`src/rtl/operand_sequencer.sv`:
```
// operand_sequencer: buffers operand pairs in a small FIFO and issues them one
// at a time to a downstream fixed-latency serial adder, captures the sum after
// LAT cycles and holds it until the consumer accepts it.
// Optional feature macro OPSEQ_SUMCHECK_EN: when defined, the captured sum is
// compared against a local 8-bit add and res_err flags a mismatch; when
// undefined there is no comparator and res_err is tied low.
module operand_sequencer #(
    parameter int DEPTH = 4,
    parameter int LAT   = 9
) (
    input  logic       clk,
    input  logic       rst,
    input  logic       in_valid,
    output logic       in_ready,
    input  logic [7:0] in_a,
    input  logic [7:0] in_b,
    output logic       add_en,
    output logic [7:0] add_a,
    output logic [7:0] add_b,
    input  logic [7:0] add_sum,
    output logic       res_valid,
    input  logic       res_ready,
    output logic [7:0] res_sum,
    output logic       res_err,
    output logic       busy
);
    localparam int AW = $clog2(DEPTH);
    localparam logic [AW:0] FULL_OCC = (AW+1)'(DEPTH);
    localparam logic [3:0] LAT_LAST = 4'(LAT - 1);

    typedef enum logic [1:0] {IDLE, ISSUE, WAIT, HOLD} state_t;

    state_t        r_state, w_next;
    logic [7:0]    r_mem_a [DEPTH];
    logic [7:0]    r_mem_b [DEPTH];
    logic [AW-1:0] r_wptr, r_rptr;
    logic [AW:0]   r_occ;
    logic [3:0]    r_wcnt;
    logic [7:0]    r_op_a, r_op_b, r_sum;
    logic          w_push, w_pop, w_capture;

    // Acceptance depends on occupancy only, so a full FIFO never takes a push.
    assign in_ready = (r_occ < FULL_OCC);
    assign w_push   = in_valid && in_ready;
    assign res_sum  = r_sum;

    // State register.
    always_ff @(posedge clk or posedge rst) begin
        if (rst) r_state <= IDLE;
        else     r_state <= w_next;
    end

    // Next-state and outputs; the FIFO head drives add_a/add_b during ISSUE so
    // the adder sees the operands in the same cycle as the add_en pulse.
    always_comb begin
        w_next    = r_state;
        w_pop     = 1'b0;
        w_capture = 1'b0;
        add_en    = 1'b0;
        add_a     = r_op_a;
        add_b     = r_op_b;
        res_valid = 1'b0;
        busy      = (r_state != IDLE);
        case (r_state)
            IDLE: if (r_occ != '0) w_next = ISSUE;
            ISSUE: begin
                w_pop  = 1'b1;
                add_en = 1'b1;
                add_a  = r_mem_a[r_rptr];
                add_b  = r_mem_b[r_rptr];
                w_next = WAIT;
            end
            WAIT: if (r_wcnt == LAT_LAST) begin
                w_capture = 1'b1;
                w_next    = HOLD;
            end
            HOLD: begin
                res_valid = 1'b1;
                if (res_ready) w_next = IDLE;
            end
            default: w_next = IDLE;
        endcase
    end

    // FIFO storage; contents need no reset because pointers/occupancy gate use.
    always_ff @(posedge clk) begin
        if (w_push) begin
            r_mem_a[r_wptr] <= in_a;
            r_mem_b[r_wptr] <= in_b;
        end
    end

    // FIFO pointers and occupancy; pointers wrap naturally at DEPTH.
    always_ff @(posedge clk or posedge rst) begin
        if (rst) begin
            r_wptr <= '0;
            r_rptr <= '0;
            r_occ  <= '0;
        end else begin
            if (w_push) r_wptr <= r_wptr + 1'b1;
            if (w_pop)  r_rptr <= r_rptr + 1'b1;
            case ({w_push, w_pop})
                2'b10:   r_occ <= r_occ + 1'b1;
                2'b01:   r_occ <= r_occ - 1'b1;
                default: r_occ <= r_occ;
            endcase
        end
    end

    // Operand latch at issue, wait counter, and sum capture.
    always_ff @(posedge clk or posedge rst) begin
        if (rst) begin
            r_op_a <= '0;
            r_op_b <= '0;
            r_wcnt <= '0;
            r_sum  <= '0;
        end else begin
            if (w_pop) begin
                r_op_a <= r_mem_a[r_rptr];
                r_op_b <= r_mem_b[r_rptr];
                r_wcnt <= '0;
            end else if (r_state == WAIT) begin
                r_wcnt <= r_wcnt + 4'd1;
            end
            if (w_capture) r_sum <= add_sum;
        end
    end

`ifdef OPSEQ_SUMCHECK_EN
    logic r_err;
    assign res_err = r_err;

    // Compare the adder result against the operands it was given.
    always_ff @(posedge clk or posedge rst) begin
        if (rst)            r_err <= 1'b0;
        else if (w_capture) r_err <= (add_sum != 8'(r_op_a + r_op_b));
    end
`else
    assign res_err = 1'b0;
`endif

endmodule

```
`config.mk`:
```
export PLATFORM = sky130hd
export DESIGN_NAME = operand_sequencer
export DESIGN_NICKNAME = d
export VERILOG_FILES = /design/src/rtl/operand_sequencer.sv
export SDC_FILE = /design/constraint.sdc
export NUM_CORES = 1
export LEC_CHECK = 0
export CAP_MARGIN = 20
export CORE_MARGIN = 2
export CORE_UTILIZATION = 30
export CTS_BUF_LIST = sky130_fd_sc_hd__clkbuf_8
export CTS_CLUSTER_SIZE = 25
export DETAILED_ROUTE_END_ITERATION = 8
export PLACE_DENSITY_LB_ADDON = 0.2
export SLEW_MARGIN = 20
export SYNTH_ARGS = -nofsm -noshare
export SYNTH_HDL_FRONTEND = slang
export SYNTH_SLANG_ARGS = --single-unit
```
`constraint.sdc`:
```
create_clock -name clk -period 1.8 [get_ports clk]
set_input_delay 0.36 -clock clk [delete_from_list [all_inputs] [get_ports clk]]
set_output_delay 0.36 -clock clk [all_outputs]
set_load 0.03 [all_outputs]
```
==> impl_metrics.env, run 1 <==
export IMPL_synth_area_leader_cell="edfxtp_1"
export IMPL_violations="negative setup slack"
export IMPL_endpoint_kind="output port"
export IMPL_final_antenna_net_count=0
export IMPL_ys_types=31
export IMPL_drc=0
export IMPL_vias_per_cell=4.29
export IMPL_setup_slack_ps=-523
export IMPL_initial_core_util=0.307
export IMPL_antenna_found_initial=0
export IMPL_final_layout_size_suffix_gt1_frac=0.377
export IMPL_design_die_area_um2=14500
export IMPL_rows=42
export IMPL_wl_met1_mm=3.22
export IMPL_core_area_um2=13200
export IMPL_arrival_ps=1960
export IMPL_p_per_area_nw_per_um2=1800
export IMPL_synth_seq_area_share=0.701
export IMPL_routedWlPerCell_um=15.5
export IMPL_worstPathRequired_ps=1440
export IMPL_critPathMaxFanout=5
export IMPL_routed_wl_met3_um=377
export IMPL_clk_latency_ps=370
export IMPL_fin_skew_ps=11.5
export IMPL_cts_hold_buf=0
export IMPL_leakagePower_nw=2.09
export IMPL_hpwl_mm=4.69
export IMPL_die_y_um=120
export IMPL_period_needed_ps=2320
export IMPL_track_usage=0.113
export IMPL_cp_start_kind="flop"
export IMPL_grt_pass1_wl_mm=12.1
export IMPL_synth_fp_nets=253
export IMPL_post_place_ws_ps=-558
export IMPL_numCtsBuffers=9
export IMPL_ys_ff_latch=101
export IMPL_clock_sinks=101
export IMPL_overflow=0
export IMPL_htreeDepth=3
export IMPL_grt_start_max_net_pins=38
export IMPL_fin_crit_sh=1.29
export IMPL_fmax_ghz=0.431
export IMPL_drv_slew=0
export IMPL_maxUsedRoutingLayer="met4"
export IMPL_areaGrowthSynthToFinish_pct=32.6
export IMPL_num_antenna_cells=0
export IMPL_min_path_type="in -> async"
export IMPL_synth_top_area_frac=0.473
export IMPL_netlist_area_um2=4060
export IMPL_die_w_um=120
export IMPL_layout_common_cells="64 x edfxtp_1, 36 x dfrtp_1, 32 x clkdlybuf4s50_1, 23 x buf_6"
export IMPL_setup_viol=17
export IMPL_grt_pass1_vias=2247
export IMPL_vdd_drop_max_v=0.000805
export IMPL_io_buffers=55
export IMPL_max_cap_violations=0
export IMPL_grt_setup_unrepaired="true"
export IMPL_drtIter0Drc=79
export IMPL_cts_max_path_buffers=2
export IMPL_cts_tree="built"
export IMPL_place_area_um2=5040
export IMPL_synthTopCellsByArea="edfxtp_1 47%, dfrtp_1 23%, mux4_1 5.2%, mux2_2 4.7%, mux4_2 4.4%"
export IMPL_gp_congestion=0.684
export IMPL_hold_viol=0
export IMPL_cts_root_buf="clkbuf_8"
export IMPL_syn_area_per_cell_um2=19.1
export IMPL_nFillCells=1224
export IMPL_wl_mm=7.48
export IMPL_vias=2065
export IMPL_layout_commonest_cell="edfxtp_1"
export IMPL_syn_inst=213
export IMPL_setup_tns_final_ps=-7300
export IMPL_yosysWarnings=0
export IMPL_clk_pin_slew_ps=100
export IMPL_worstSetupPathType="reg -> out"
export IMPL_status="finished with violations"
export IMPL_power_w=0.00968
export IMPL_nets=340
export IMPL_fin_area_um2=5390
export IMPL_dr_pass1_iters=4
export IMPL_ios=57
export IMPL_dr_wl_met2_mm=3.81
[synth_stat cells]
library cell  number
edfxtp_1          64
dfrtp_1           37
mux2_2            17
inv_1             15
ha_1              11
mux2_4             8
mux4_1             8
mux4_2             8
and2_1             4
xnor2_1            4
buf_2              3
clkbuf_1           3
nand2_1            3
nand3b_1           3
nor2b_1            3
o21ai_0            3
mux2i_1            2
nor2_1             2
o22ai_1            2
xor2_1             2
a211oi_1           1
buf_12             1
buf_4              1
buf_6              1
conb_1             1
fa_1               1
nand3_1            1
nand4_1            1
nor4b_1            1
o21a_1             1
o32a_1             1
[cells by family (layout without fill, tap and decap cells)]
group,Yosys count,after routing,synth area share
AO/OA/AOI/OAI,8,8,0.0129
AND/OR/NAND/NOR,18,18,0.0259
other,1,1,0.000923
flip-flops,101,101,0.701
multiplexers,43,43,0.178
adder cells (fa/ha/maj),12,12,0.0388
buffers and inverters,24,116,0.0299
XOR/XNOR,6,6,0.0129
[worst max-delay path, stage by stage, from the launching register on]
cell and delay, ps:
dfrtp_2 420, buf_12 130, buf_8 100, mux4_2 510, mux2_4 290, buf_6 140
[report_power, final]
| part | switching (W) | internal, W |
|---|---|---|
| clock network | 0.000755 | 0.000499 |
| logic | 0.00236 | 0.00266 |
| registers | 0.000272 | 0.00313 |
[through the flow]
step                      hold slack (ps)  instances   util
after floorplan                       459        213      -
after global placement                485        457  0.381
after detailed placement              483        457  0.381
after CTS                             331        480  0.403
after global routing                  330        481  0.407
final                                 332        481  0.407
[final timing paths]
kind	from	to	slack (ps)	cells past startpoint
setup reg to reg	r_state[1]	r_occ[2]	-30	10
max in group asynchronous	rst	r_rptr[0]	1270	3
min in group clk	res_sum[1]	res_sum[1]	510	1
hold reg to reg	res_sum[1]	res_sum[1]	510	1
setup / recovery	r_rptr[0]	add_a[1]	-520	5
hold / removal	rst	r_rptr[1]	330	3
[registers in the layout, indices dropped and copies added, names as in the netlist]
signal and cells:
r_op_a 8, r_occ 3, r_state 2, r_op_b 8
res_sum 8, r_mem_a 32, r_wcnt 4, r_wptr 2
r_mem_b 32, r_rptr 2
[timing repair]
item	4_1_cts	5_1_grt
pin swaps	2	1
resized for setup	119	18
hold endpoints to repair	0	0
endpoints found under the setup margin	22	23
setup buffers	7	2
cloned	1	0
[metal layers]
| layer | track usage | up-vias |
|---|---|---|
| met1 | 0.134 | 1054 |
| met3 | 0.0439 | 6 |
| met2 | 0.192 | 45 |
| met5 | 0 | - |
| li1 | - | 960 |
| met4 | 0.0283 | 0 |
[final cells by class]
type | instances | area (µm²) | area share
Clock buffer | 9 | 124 | 0.0230
Clock inverter | 7 | 42.5 | 0.00790
Inverter | 15 | 56.3 | 0.0105
Multi-Input combinational cell | 88 | 1140 | 0.212
Sequential cell | 101 | 2850 | 0.529
Tap cell | 176 | 220 | 0.0409
Timing Repair Buffer | 85 | 951 | 0.176
(Power assumes the default switching activity.)
==> run 2: changes to the inputs <==
--- a/config.mk
+++ b/config.mk
@@ -7,8 +7,9 @@
 export LEC_CHECK = 0
 export CAP_MARGIN = 20
 export CORE_MARGIN = 2
-export CORE_UTILIZATION = 30
+export CORE_UTILIZATION = 51
 export CTS_BUF_LIST = sky130_fd_sc_hd__clkbuf_8
+export CTS_CLUSTER_DIAMETER = 120
 export CTS_CLUSTER_SIZE = 25
 export DETAILED_ROUTE_END_ITERATION = 8
 export PLACE_DENSITY_LB_ADDON = 0.2
==> run 2 against run 1 <==
Largest power group unchanged. Via count rose by 1.1%. The flow still finishes with violations (negative setup slack). Global-route usage rose by 6.0 points. Die area fell by 40%. Sequential share of layout area rose by 0.42 points. Final cell count fell by 15%. Clock power rose by 14%.
==> impl_metrics.env, run 2 (synthesis results as in run 1) <==
export IMPL_status="finished with violations"
export IMPL_violations="negative setup slack"
export IMPL_dp_cells=385
export IMPL_whs_ps=349
export IMPL_final_cells=411
export IMPL_grt_pass1_wl_mm=11.2
export IMPL_initial_core_util=0.526
export IMPL_vias=2088
export IMPL_io_buffers=55
export IMPL_clk_latency_ps=360
export IMPL_gp_congestion=0.685
export IMPL_reg_largest_list="r_mem_a (32), r_mem_b (32)"
export IMPL_wl_mm=6.70
export IMPL_die_w_um=93.3
export IMPL_min_path_type="in -> async"
export IMPL_cp_start_kind="flop"
export IMPL_clock_sinks=101
export IMPL_core_area_um2=7730
export IMPL_vias_per_cell=5.08
export IMPL_finalCoreUtilization=0.692
export IMPL_crit_family="multiplexers"
export IMPL_hold_viol=0
export IMPL_drc=0
export IMPL_routedWlPerCell_um=16.3
export IMPL_overflow=0
export IMPL_fmax_ghz=0.450
export IMPL_grt_setup_unrepaired="true"
export IMPL_vdd_drop_max_v=0.000846
export IMPL_areaGrowthSynthToFinish_pct=31.6
export IMPL_worstSetupPathType="reg -> out"
export IMPL_drtIter0Drc=83
export IMPL_nets=344
export IMPL_htreeDepth=3
export IMPL_cp_cell_sequence="buf_6 > mux4_2 > mux2_4 > buf_6"
export IMPL_setup_viol=19
export IMPL_slowest_stage="mux4_2"
export IMPL_grt_pass1_vias=2265
export IMPL_dr_pass1_iters=4
export IMPL_design_die_area_um2=8700
export IMPL_cts_root_buf="clkbuf_8"
export IMPL_ios=57
export IMPL_drv_slew=0
export IMPL_layout_commonest_cell="edfxtp_1"
export IMPL_numCtsBuffers=9
export IMPL_num_antenna_cells=0
export IMPL_die_y_um=93.3
export IMPL_critPathMaxFanout=5
export IMPL_leakagePower_nw=2.12
export IMPL_cts_max_path_buffers=2
export IMPL_final_antenna_net_count=0
export IMPL_cp_common_cell="buf_6"
export IMPL_fin_skew_ps=12.3
export IMPL_max_cap_violations=0
export IMPL_rows=32
export IMPL_power_w=0.00987
export IMPL_clk_pin_slew_ps=100
export IMPL_grt_start_max_net_pins=38
export IMPL_antenna_found_initial=0
export IMPL_post_place_ws_ps=-576
export IMPL_period_needed_ps=2220
export IMPL_worstPathRequired_ps=1440
export IMPL_cts_tree="built"
export IMPL_critPathMaxStageDelay_ps=510
export IMPL_setup_slack_ps=-421
export IMPL_hpwl_mm=4.44
export IMPL_arrival_ps=1860
export IMPL_endpoint_kind="output port"
export IMPL_fin_crit_sh=1.23
export IMPL_worst_path_buf_inv=2
export IMPL_p_per_area_nw_per_um2=1850
export IMPL_track_usage=0.173
export IMPL_final_layout_size_suffix_gt1_frac=0.385
export IMPL_layout_common_cells="64 x edfxtp_1, 36 x dfrtp_1, 33 x clkdlybuf4s50_1, 22 x buf_6, 20 x buf_4"
-- run 2: area by class of cell --
type | count | area [µm²]
multi-input cells | 88 | 1150
clock buffers | 9 | 124
fillers | 533 | 2380
flip-flops and latches | 101 | 2850
repair buffers | 89 | 957
well taps | 102 | 128
inverters | 15 | 58.8
clock inverters | 7 | 80.1
-- run 2: per-stage QoR --
step / setup TNS [ps] / instance area (µm²)
2_1_floorplan: 0 / 4080
3_3_place_gp: -15330 / 4930
3_5_place_dp: -14150 / 4930
4_1_cts: -7330 / 5290
5_1_grt: -7990 / 5350
6_report: -6690 / 5350
-- run 2: worst paths after layout --
check | end | slack (ps) | cells past startpoint | start
hold reg to reg | res_sum[0] | 510 | 1 | res_sum[0]
max in group asynchronous | r_rptr[0] | 1230 | 3 | rst
setup / recovery | add_a[1] | -420 | 4 | r_rptr[0]
setup reg to reg | r_occ[2] | -140 | 11 | r_state[1]
min in group clk | res_sum[0] | 510 | 1 | res_sum[0]
hold / removal | r_op_a[0] | 350 | 3 | rst
-- run 2: what timing repair did --
action | in CTS | in global routing
gates cloned | 1 | 0
gates resized for setup | 135 | 13
endpoints found under the hold margin | 0 | 0
pin swaps | 4 | 6
setup endpoints to repair | 20 | 31
hold buffers | 0 | 0
buffers inserted | 6 | 4
-- run 2: worst register-to-register path: stages, from the launching register on --
cell and delay, ps:
dfrtp_1 400, inv_2 80, ha_4 170, buf_12 140, buf_8 100, buf_6 90
ha_4 120, inv_2 30, fa_2 330, xor2_1 150, nor2_1 130, xnor2_1 130
-- run 2: power by group --
group	internal [W]	switching [W]	total, W	leakage (nW)
clock	0.000665	0.000770	0.00143	0.108
combinational	0.00268	0.00234	0.00502	0.993
sequential	0.00313	0.000280	0.00341	1.01
-- run 2: layer usage --
layer / routed length [µm] / share of wire / global-route usage
met1: 2920 / 0.44 / 0.234
met2: 3380 / 0.50 / 0.278
met3: 343 / 0.051 / 0.0492
met4: 57 / 0.0085 / 0.0441
met5: 0 / 0 / 0
==> run 3: changes to the inputs <==
--- a/config.mk
+++ b/config.mk
@@ -7,7 +7,7 @@
 export LEC_CHECK = 0
 export CAP_MARGIN = 20
 export CORE_MARGIN = 2
-export CORE_UTILIZATION = 51
+export CORE_UTILIZATION = 55
 export CTS_BUF_LIST = sky130_fd_sc_hd__clkbuf_8
 export CTS_CLUSTER_DIAMETER = 120
 export CTS_CLUSTER_SIZE = 25
==> constraint.sdc (replaced) <==
create_clock -name clk -period 2.85 [get_ports clk]
set_input_delay 0.57 -clock clk [delete_from_list [all_inputs] [get_ports clk]]
set_output_delay 0.57 -clock clk [all_outputs]
set_load 0.03 [all_outputs]
==> run 3 against run 2 <==
The flow now finishes without violations. Via count shrank 3.1%. Sequential share of layout area increased by 3.9 points. Critical path depth unchanged. Highest routed layer unchanged. Core utilization down 0.18 points.
==> impl_metrics.env, run 3 (synthesis results as in run 1) <==
export IMPL_clk_pin_slew_ps=90
export IMPL_rrSetupSlack_ps=830
export IMPL_final_cells=386
export IMPL_ios=57
export IMPL_p_int_w=0.00361
export IMPL_hpwl_mm=4.31
export IMPL_initial_core_util=0.563
export IMPL_post_place_ws_ps=214
export IMPL_layout_commonest_cell="edfxtp_1"
export IMPL_setup_slack_ps=103
export IMPL_endpoint_kind="output port"
export IMPL_grt_pass1_vias=2226
export IMPL_core_area_um2=7210
export IMPL_vias_per_cell=5.24
export IMPL_grt_pass1_wl_mm=11.3
export IMPL_final_layout_size_suffix_gt1_frac=0.209
export IMPL_clock_sinks=101
export IMPL_cts_max_path_buffers=2
export IMPL_whs_ps=501
export IMPL_overflow=0
export IMPL_cts_tree="built"
export IMPL_min_path_type="reg -> reg"
export IMPL_leakagePower_nw=1.96
export IMPL_cp_cell_sequence="buf_6 > mux4_1 > mux2_2 > dlygate4sd2_1"
export IMPL_arrival_ps=2180
export IMPL_vias=2024
export IMPL_nets=322
export IMPL_drv_slew=0
export IMPL_clk_latency_ps=350
export IMPL_worstSetupPathType="reg -> out"
export IMPL_setup_viol=0
export IMPL_design_die_area_um2=8090
export IMPL_htreeDepth=3
export IMPL_track_usage=0.183
export IMPL_setup_tns_final_ps=0
export IMPL_seqPwrFrac=0.387
export IMPL_critPathMaxStageDelay_ps=560
export IMPL_antenna_found_initial=0
export IMPL_vdd_drop_max_v=0.000754
export IMPL_dp_cells=370
export IMPL_dr_pass1_iters=4
export IMPL_routedWlPerCell_um=17.4
export IMPL_io_buffers=55
export IMPL_wl_mm=6.72
export IMPL_rows=31
export IMPL_grt_setup_unrepaired="false"
export IMPL_status="complete, no violations"
export IMPL_die_y_um=89.9
export IMPL_cts_setup_buffers=0
export IMPL_fin_skew_ps=7.81
export IMPL_max_cap_violations=0
export IMPL_worstPathRequired_ps=2280
export IMPL_drtIter0Drc=103
export IMPL_fin_crit_sh=0.964
export IMPL_final_antenna_net_count=0
export IMPL_period_needed_ps=2750
export IMPL_numCtsBuffers=9
export IMPL_cts_root_buf="clkbuf_8"
export IMPL_num_antenna_cells=0
export IMPL_layout_common_cells="64 x edfxtp_1, 38 x clkdlybuf4s50_1, 37 x dfrtp_1, 17 x mux2_2, 16 x inv_1"
export IMPL_fmax_ghz=0.364
export IMPL_hold_viol=0
export IMPL_cts_hold_buf=0
export IMPL_cp_start_kind="flop"
export IMPL_swShare=0.352
export IMPL_clockPowerShare=0.173
export IMPL_grt_start_max_net_pins=38
export IMPL_die_w_um=89.9
export IMPL_gp_congestion=0.671
export IMPL_areaGrowthSynthToFinish_pct=22.5
export IMPL_slowest_stage="mux4_1"
export IMPL_reg_largest_list="r_mem_a (32), r_mem_b (32)"
export IMPL_comb_power_share=0.440
export IMPL_p_per_area_nw_per_um2=1120
export IMPL_drc=0
export IMPL_power_switching_w=0.00197
export IMPL_critPathMaxFanout=10
export IMPL_power_w=0.00558
[run 3: cell count changes in the layout (fill, tap and decap cells not counted), moves of 7 or more]
cell,change
buf_6,-21
dlygate4sd2_1,+13
buf_4,-9
mux2_2,+9
mux2_4,-9
mux4_1,+8
mux4_2,-8
buf_12,-7
[run 3: path summary, 6_finish.rpt]
| path | startpoint | end | cells past startpoint |
|---|---|---|---|
| max | r_rptr[0] | add_a[7] | 4 |
| min | r_op_b[2] | r_op_b[2] | 1 |
| max reg2reg | r_state[1] | r_occ[2] | 9 |
| min reg2reg | r_op_b[2] | r_op_b[2] | 1 |
| max in group asynchronous | rst | r_op_b[7] | 3 |
| min in group asynchronous | rst | r_op_a[4] | 3 |
[run 3: critical path: cells and delay by family (launching register included)]
family,cells,cell delay [ps]
buffers and inverters,2,560
flip-flops,1,410
multiplexers,2,860
[run 3: cell type report]
class                   count  area, µm²
repair buffers             67        642
fillers                   488       2240
clock buffers               9        124
inverters                  15       56.3
well taps                  99        124
clock inverters             7       90.1
multi-input cells          88       1090
flip-flops and latches    101       2850
[run 3: stage by stage]
step,instance area (µm²),utilization
2_1_floorplan,4060,-
5_1_grt,4980,0.690
4_1_cts,4970,0.689
3_5_place_dp,4770,0.661
6_report,4980,0.690
3_3_place_gp,4770,0.661
[run 3: timing repair]
action                                 4_1_cts  5_1_grt
endpoints found under the hold margin        0        0
resized for setup                           14        3
setup endpoints to repair                   14        5
[run 3: per-layer routing]
layer / part of all wire / GRT usage / vias up
li1: - / - / 931
met4: 0.017 / 0.0731 / 0
met3: 0.038 / 0.0394 / 11
met5: 0 / 0 / -
met1: 0.44 / 0.242 / 1032
met2: 0.50 / 0.301 / 50
[run 3: power groups by stage]
stage               Sequential [W]  Combinational (W)  Clock, W
finish                     0.00216            0.00246  0.000963
global route               0.00221            0.00264   0.00105
CTS                        0.00216            0.00249  0.000984
detailed placement         0.00219            0.00260         0
global placement           0.00217            0.00254         0
floorplan                  0.00225            0.00167         0
